File: src/rtl/fifo_pkg.sv
// Shared types and helpers for the parametrised synchronous FIFO.
//   fifo_mode_e  : read-port flavour (registered or first-word-fall-through)
//   fifo_addr_w  : pointer width for a given depth
package fifo_pkg;

  typedef enum logic {
    FIFO_STD  = 1'b0,
    FIFO_FWFT = 1'b1
  } fifo_mode_e;

  function automatic int unsigned fifo_addr_w(input int unsigned depth);
    return $clog2(depth);
  endfunction

endpackage

File: src/rtl/sync_fifo_param_if.sv
// Producer/consumer bus of the synchronous FIFO.
//   master : drives we/din/re/clr_err, observes data, occupancy, flags and errors
//   slave  : the FIFO itself
interface fifo_if #(
  parameter int unsigned WIDTH = 8,
  parameter int unsigned DEPTH = 16
);
  import fifo_pkg::*;

  localparam int unsigned CNT_W = fifo_addr_w(DEPTH) + 1;

  logic             we;
  logic [WIDTH-1:0] din;
  logic             re;
  logic             clr_err;
  logic [WIDTH-1:0] dout;
  logic             dvalid;
  logic [CNT_W-1:0] count;
  logic             flagf;
  logic             flage;
  logic             flagaf;
  logic             flagae;
  logic             ovf;
  logic             udf;

  modport master (
    output we, din, re, clr_err,
    input  dout, dvalid, count, flagf, flage, flagaf, flagae, ovf, udf
  );

  modport slave (
    input  we, din, re, clr_err,
    output dout, dvalid, count, flagf, flage, flagaf, flagae, ovf, udf
  );

endinterface

File: src/rtl/fifo_ram_2p.sv
// Two-port storage array: one synchronous write port, one read port.
//   clk, rst      : clock; rst only clears the registered read data
//   we/waddr/wdata: write port
//   re/raddr      : read port (re only used by the registered flavour)
//   rdata         : MODE=FIFO_STD -> registered on re, holds otherwise
//                   MODE=FIFO_FWFT -> mem[raddr] combinationally
module fifo_ram_2p
  import fifo_pkg::*;
#(
  parameter int unsigned WIDTH  = 8,
  parameter int unsigned DEPTH  = 16,
  parameter fifo_mode_e  MODE   = FIFO_STD,
  localparam int unsigned ADDR_W = fifo_addr_w(DEPTH)
) (
  input  logic              clk,
  input  logic              rst,
  input  logic              we,
  input  logic [ADDR_W-1:0] waddr,
  input  logic [WIDTH-1:0]  wdata,
  input  logic              re,
  input  logic [ADDR_W-1:0] raddr,
  output logic [WIDTH-1:0]  rdata
);

  // Storage is deliberately not reset.
  logic [WIDTH-1:0] mem [DEPTH];

  always_ff @(posedge clk) begin
    if (we) mem[waddr] <= wdata;
  end

  if (MODE == FIFO_FWFT) begin : g_async_rd
    // Read-enable and reset have no effect on a combinational read.
    logic unused_rd_ctrl;
    assign unused_rd_ctrl = re ^ rst;
    assign rdata = mem[raddr];
  end else begin : g_sync_rd
    logic [WIDTH-1:0] rdata_q;
    always_ff @(posedge clk) begin
      if (rst)     rdata_q <= '0;
      else if (re) rdata_q <= mem[raddr];
    end
    assign rdata = rdata_q;
  end

endmodule

File: src/rtl/sync_fifo_param.sv
// Parametrised single-clock FIFO with occupancy count, almost-full/empty flags,
// sticky overflow/underflow and optional first-word-fall-through read.
//   clk  : rising-edge clock
//   rst  : synchronous active-high reset
//   bus  : fifo_if slave (we, din, re, clr_err in; dout, dvalid, count, flagf,
//          flage, flagaf, flagae, ovf, udf out)
module sync_fifo_param
  import fifo_pkg::*;
#(
  parameter int unsigned WIDTH     = 8,
  parameter int unsigned DEPTH     = 16,
  parameter int unsigned AF_THRESH = DEPTH - 1,
  parameter int unsigned AE_THRESH = 1,
  parameter int unsigned FWFT      = 0
) (
  input  logic  clk,
  input  logic  rst,
  fifo_if.slave bus
);

  localparam int unsigned ADDR_W = fifo_addr_w(DEPTH);
  localparam int unsigned CNT_W  = ADDR_W + 1;
  localparam fifo_mode_e  MODE   = (FWFT != 0) ? FIFO_FWFT : FIFO_STD;

  // Elaboration-time parameter checks.
  if ((DEPTH < 2) || ((DEPTH & (DEPTH - 1)) != 0)) begin : g_bad_depth
    $error("sync_fifo_param: DEPTH must be a power of 2 and >= 2");
  end
  if (!((AE_THRESH >= 1) && (AE_THRESH < AF_THRESH) && (AF_THRESH <= DEPTH - 1)))
  begin : g_bad_thresh
    $error("sync_fifo_param: need 1 <= AE_THRESH < AF_THRESH <= DEPTH-1");
  end

  logic [ADDR_W-1:0] wp, rp;
  logic [CNT_W-1:0]  count, count_nxt;
  logic              flagf, flage, flagaf, flagae;
  logic              dvalid, ovf, udf;
  logic              rd_ok, wr_ok;
  logic [WIDTH-1:0]  ram_rdata;

  // Acceptance: a read at full frees the slot the concurrent write needs.
  always_comb begin
    rd_ok     = bus.re & ~flage;
    wr_ok     = bus.we & (~flagf | rd_ok);
    count_nxt = count + CNT_W'(wr_ok) - CNT_W'(rd_ok);
  end

  // Pointers, occupancy, flags (pre-decoded from next count) and error flags.
  always_ff @(posedge clk) begin
    if (rst) begin
      wp     <= '0;
      rp     <= '0;
      count  <= '0;
      flagf  <= 1'b0;
      flage  <= 1'b1;
      flagaf <= 1'b0;
      flagae <= 1'b1;
      dvalid <= 1'b0;
      ovf    <= 1'b0;
      udf    <= 1'b0;
    end else begin
      if (wr_ok) wp <= wp + ADDR_W'(1);
      if (rd_ok) rp <= rp + ADDR_W'(1);
      count  <= count_nxt;
      flagf  <= (count_nxt == CNT_W'(DEPTH));
      flage  <= (count_nxt == '0);
      flagaf <= (count_nxt >= CNT_W'(AF_THRESH));
      flagae <= (count_nxt <= CNT_W'(AE_THRESH));
      dvalid <= (MODE == FIFO_FWFT) ? (count_nxt != '0) : rd_ok;
      // A new error takes priority over a same-cycle clear.
      ovf    <= (ovf & ~bus.clr_err) | (bus.we & ~wr_ok);
      udf    <= (udf & ~bus.clr_err) | (bus.re & flage);
    end
  end

  fifo_ram_2p #(
    .WIDTH (WIDTH),
    .DEPTH (DEPTH),
    .MODE  (MODE)
  ) u_ram (
    .clk   (clk),
    .rst   (rst),
    .we    (wr_ok & ~rst),
    .waddr (wp),
    .wdata (bus.din),
    .re    (rd_ok & ~rst),
    .raddr (rp),
    .rdata (ram_rdata)
  );

  // In FWFT mode an empty FIFO presents zero rather than a stale RAM word.
  if (MODE == FIFO_FWFT) begin : g_fwft_out
    assign bus.dout = flage ? '0 : ram_rdata;
  end else begin : g_std_out
    assign bus.dout = ram_rdata;
  end

  assign bus.dvalid = dvalid;
  assign bus.count  = count;
  assign bus.flagf  = flagf;
  assign bus.flage  = flage;
  assign bus.flagaf = flagaf;
  assign bus.flagae = flagae;
  assign bus.ovf    = ovf;
  assign bus.udf    = udf;

endmodule

File: src/flat_wrapper.sv
// flat-port wrapper written by rule: the top's interface ports become plain ports
module sync_fifo_param_flat import fifo_pkg::*;
#(
  parameter int unsigned WIDTH     = 8,
  parameter int unsigned DEPTH     = 16,
  parameter int unsigned AF_THRESH = DEPTH - 1,
  parameter int unsigned AE_THRESH = 1,
  parameter int unsigned FWFT      = 0
)
  (clk, rst, bus_we, bus_din, bus_re, bus_clr_err, bus_dout, bus_dvalid, bus_count, bus_flagf, bus_flage, bus_flagaf, bus_flagae, bus_ovf, bus_udf);
  fifo_if #(.WIDTH(WIDTH), .DEPTH(DEPTH)) bus_i ();
  input  logic clk;
  input  logic rst;
  input wire logic [$bits(bus_i.we)-1:0] bus_we;
  input wire logic [$bits(bus_i.din)-1:0] bus_din;
  input wire logic [$bits(bus_i.re)-1:0] bus_re;
  input wire logic [$bits(bus_i.clr_err)-1:0] bus_clr_err;
  output wire logic [$bits(bus_i.dout)-1:0] bus_dout;
  output wire logic [$bits(bus_i.dvalid)-1:0] bus_dvalid;
  output wire logic [$bits(bus_i.count)-1:0] bus_count;
  output wire logic [$bits(bus_i.flagf)-1:0] bus_flagf;
  output wire logic [$bits(bus_i.flage)-1:0] bus_flage;
  output wire logic [$bits(bus_i.flagaf)-1:0] bus_flagaf;
  output wire logic [$bits(bus_i.flagae)-1:0] bus_flagae;
  output wire logic [$bits(bus_i.ovf)-1:0] bus_ovf;
  output wire logic [$bits(bus_i.udf)-1:0] bus_udf;
  assign bus_i.we = bus_we;
  assign bus_i.din = bus_din;
  assign bus_i.re = bus_re;
  assign bus_i.clr_err = bus_clr_err;
  assign bus_dout = bus_i.dout;
  assign bus_dvalid = bus_i.dvalid;
  assign bus_count = bus_i.count;
  assign bus_flagf = bus_i.flagf;
  assign bus_flage = bus_i.flage;
  assign bus_flagaf = bus_i.flagaf;
  assign bus_flagae = bus_i.flagae;
  assign bus_ovf = bus_i.ovf;
  assign bus_udf = bus_i.udf;
  sync_fifo_param #(.WIDTH(WIDTH), .DEPTH(DEPTH), .AF_THRESH(AF_THRESH), .AE_THRESH(AE_THRESH), .FWFT(FWFT)) u_core (.clk(clk), .rst(rst), .bus(bus_i));
endmodule
File: config.mk
export PLATFORM = sky130hd
export DESIGN_NAME = sync_fifo_param_flat
export DESIGN_NICKNAME = d
export VERILOG_FILES = /design/src/rtl/fifo_pkg.sv /design/src/rtl/sync_fifo_param_if.sv /design/src/rtl/fifo_ram_2p.sv /design/src/rtl/sync_fifo_param.sv /design/src/flat_wrapper.sv
export SDC_FILE = /design/constraint.sdc
export NUM_CORES = 1
export LEC_CHECK = 0
export BUFFER_PORTS_ARGS = -buffer_cell sky130_fd_sc_hd__buf_2
export CORE_AREA = 5 5 114 116
export CTS_CLUSTER_SIZE = 8
export DETAILED_ROUTE_END_ITERATION = 10
export DIE_AREA = 0 0 119 121
export PLACE_DENSITY = 0.78
export SLEW_MARGIN = 5
export SYNTH_ARGS = -nofsm -noshare
export SYNTH_HDL_FRONTEND = slang
export SYNTH_SLANG_ARGS = --single-unit
File: constraint.sdc
create_clock -name clk -period 2.45 [get_ports clk]
set_input_delay 0.6125 -clock clk [delete_from_list [all_inputs] [get_ports clk]]
set_output_delay 0.6125 -clock clk [all_outputs]
set_load 0.05 [all_outputs]
==> out/summary.txt <==
result of the run: complete, no violations
area share of the leading cell type in the synthesized netlist: 0.618
horizontal extent of the die: 119 um
placed cells: 572
clock period minus final worst setup slack: 2.25 ns
count of yosys warnings during synthesis: 0
flip-flop and latch count after synthesis: 156
Via density: 5.74
number of nets in the synthesized netlist: 405
Clk Tree Root Cell: sky130_fd_sc_hd__clkbuf_16
half-perimeter wire length after placement: 7.87 mm
total track usage: 0.180
max-cap check violation count: 0
wirelength, routed: 12.2 mm
pre-CTS setup slack: -0.191 ns
crit path max fanout: 5
fraction of the mapped netlist area in compound gates: 0.0622
Arrival @ worst endpoint: 2.56 ns
clock-pin slew on the worst setup and hold paths: 0.06 ns
number of nets in the finished design: 468
TritonCTS clock tree: yes
post-detailed-route DRC marker count: 0
I/O pin count: 33
largest area contributor in the netlist: sky130_fd_sc_hd__edfxtp_1
Clock Skew: 0.00981 ns
parity-gate share of the synthesized area counting xor and xnor cells: 0.0155
transition at the pin with the smallest max-transition slack: 0.890 ns
most frequent standard cell in the layout excluding fill and tap cells: sky130_fd_sc_hd__edfxtp_1
count of endpoints failing setup in the final report: 0
async set-reset flop share out of synthesis: 0
critical setup path kind: flip-flop to flip-flop
full die area: 14400 sq um
path type of the worst min-delay path: flip-flop to flip-flop
met3 wirelength from detailed routing: 603 um
nature of the critical path startpoint: flip-flop
Antenna Violating Nets Remaining: 0
number of global-route vias before repair: 3650
unrepaired setup endpoints after global routing: no
non-filler cells in the finished layout: 604
highest-count cells in the layout ignoring fill and taps: 128 x sky130_fd_sc_hd__edfxtp_1, 38 x sky130_fd_sc_hd__nor2_1, 32 x sky130_fd_sc_hd__buf_2
library cell contributing the largest single delay on the critical path: sky130_fd_sc_hd__fa_2
power per cell area: 955 nW/um^2
IR drop worst, VDD: 0.759 mV
std cell rows: 40
endpoints failing hold: 0
cells after synthesis: 381
number of distinct library cells after synthesis: 42
number of flops mapped to enable cells by yosys: 128
ratio of cells with drive above 1 in the final layout: 0.239
total number of vias: 3465
met1 routed wirelength after detailed routing: 5.14 mm
die extent in y: 121 um
total area of multi-input combinational cells: 1700 sq um
Floorplan Core Area: 11800 sq um
final RePlAce weighted congestion: 0.788
number of pins with negative max-slew slack in the final report: 0
timing-limited maximum frequency: 444 MHz
slowest cell delay on critical path: 0.36 ns
Avg Synthesized Cell Area: 16.3 sq um
worst-skew pair later-pin latency: 0.42 ns
critical path endpoint category: flip-flop
total congestion overflow after global routing: 0
diode count: 0
cell area after layout: 7270 sq um
clock tree buffer depth: 2
register area share after synthesis: 0.709
number of antenna violations at the first check in global routing: 0
fraction of synthesized area in multiplexers: 0.0968
total of hold buffers inserted after clock tree synthesis: 0
number of search-and-repair iterations in the first detailed-routing pass: 4
top flip-flop cell by instance count after synthesis: sky130_fd_sc_hd__edfxtp_1
most frequent cell on the critical path: sky130_fd_sc_hd__ha_1
share of synthesized cell area in full adder, half adder and majority cells: 0.0234
detail-routed net length per standard cell: 20.2 um
data required time at the worst endpoint: 2.76 ns
crit path setup slack, layout: 0.199 ns
highest routed layer: met4
synthesis-to-finish area growth: 17.0%
detailed-routed wire length on met2: 6.11 mm
starting density of the core: 0.526
post-synthesis instance area: 6210 sq um
biggest area contributors in the synthesized netlist: sky130_fd_sc_hd__edfxtp_1 62%, sky130_fd_sc_hd__dfxtp_1 9.0%, sky130_fd_sc_hd__mux4_2 4.0%, sky130_fd_sc_hd__mux4_1 3.0%, sky130_fd_sc_hd__mux2i_1 2.7%
H-tree levels: 4
1st-iter DRT viols: 231
Leakage Power: 2.51 nW
cell chain of the critical path: nand2b_4 > clkinv_2 > ha_1 > inv_1 > ha_1 > fa_2 > a21o_1 > a21oi_2 > xnor2_2 > a31o_2
wire length of the first global-routing pass: 19.3 mm
Tcrit/Tclk final: 0.919
number of clock buffers inserted by TritonCTS: 17
total area of sequential cells: 4410 sq um
DP Area: 6710 sq um
post-CTS setup-driven buffer insertion count: 0
fraction of the mapped netlist area in simple logic gates: 0.0707
dominant combinational cell family by area after synthesis: multiplexers
filler instances: 850
pin count of the biggest net entering global routing: 44
Post-CTS Resized: 0
remaining max-slew budget at the tightest pin: 0.404
post-route worst hold slack: 0.481 ns
Sink Count: 156
input/output buffers: 32
## cells in the mapped netlist, drive strengths merged (8+ instances only)
library cell and instances:
a211oi 14, buf 10, dfxtp 28, edfxtp 128, ha 10, inv 10
mux2i 17, mux4 18, nand2 9, nor2 38, nor2b 24, nor3 8
## cell type report
| cell class | count | share of cell area |
|---|---|---|
| flip-flops and latches | 156 | 0.607 |
| multi-input cells | 197 | 0.233 |
| clock buffers | 22 | 0.0611 |
| repair buffers | 61 | 0.0537 |
| well taps | 147 | 0.0253 |
| clock inverters | 10 | 0.0139 |
| inverters | 11 | 0.00585 |
## power by group
| part | total (mW) | internal (mW) | leakage (nW) | switching (mW) |
|---|---|---|---|---|
| sequential | 3.10 | 3.00 | 1.38 | 0.0932 |
| combinational | 1.41 | 0.527 | 0.852 | 0.882 |
| clock | 2.44 | 1.48 | 0.269 | 0.953 |
| total | 6.94 | 5.01 | 2.51 | 1.93 |
## worst max-delay path: cells and delay by family (launching register included)
kind,cells,cell delay [ns]
xor gates and xnor gates,1,0.13
and+or+nand+nor,1,0.12
adders and majority gates,3,0.84
AOI/OAI and AO/OA,3,0.61
buffers and inverters,2,0.09
DFF,1,0.35
## sequential cells by signal, summed over array words and instances (netlist names)
| signal | cells |
|---|---|
| u_core.bus.udf | 1 |
| u_core.bus.flagaf | 1 |
| u_core.u_ram.mem | 128 |
| u_core.bus.flage | 1 |
| u_core.bus.flagf | 1 |
| u_core.bus.ovf | 1 |
| u_core.bus.count | 5 |
| u_core.wp | 4 |
| u_core.rp | 4 |
| u_core.bus.flagae | 1 |
| u_core.u_ram.rdata | 8 |
| u_core.bus.dvalid | 1 |
## through the flow
step / total power [mW] / setup TNS [ns] / utilization
detailed placement: 4.51 / -0.762 / 0.568
global placement: 4.46 / -0.352 / 0.568
floorplan: 4.16 / 0 / -
CTS: 6.93 / 0 / 0.614
global route: 7.23 / 0 / 0.615
finish: 6.94 / 0 / 0.615
## per-layer routing
metal	GRT usage	vias to the layer above
li1	-	1602
met1	0.222	1728
met2	0.297	100
met3	0.0462	35
met4	0.0876	0
met5	0	-
## kinds of logic after synthesis
logic type	Yosys count
AND/OR/NAND/NOR	90
adder cells (fa/ha/maj)	11
AO/OA/AOI/OAI	50
flip-flops	156
multiplexers	35
XOR/XNOR	11
buffers and inverters	28
## worst paths after layout
kind                          from                    end  slack, ns  cells past startpoint
max reg2reg       u_core.bus.flage      u_core.bus.flagae       0.20                     10
min reg2reg  u_core.u_ram.rdata[1]  u_core.u_ram.rdata[1]       0.48                      1
min          u_core.u_ram.rdata[1]  u_core.u_ram.rdata[1]       0.48                      1
max               u_core.bus.flage      u_core.bus.flagae       0.20                     10
No activity file was read; power rests on OpenSTA's default activity.
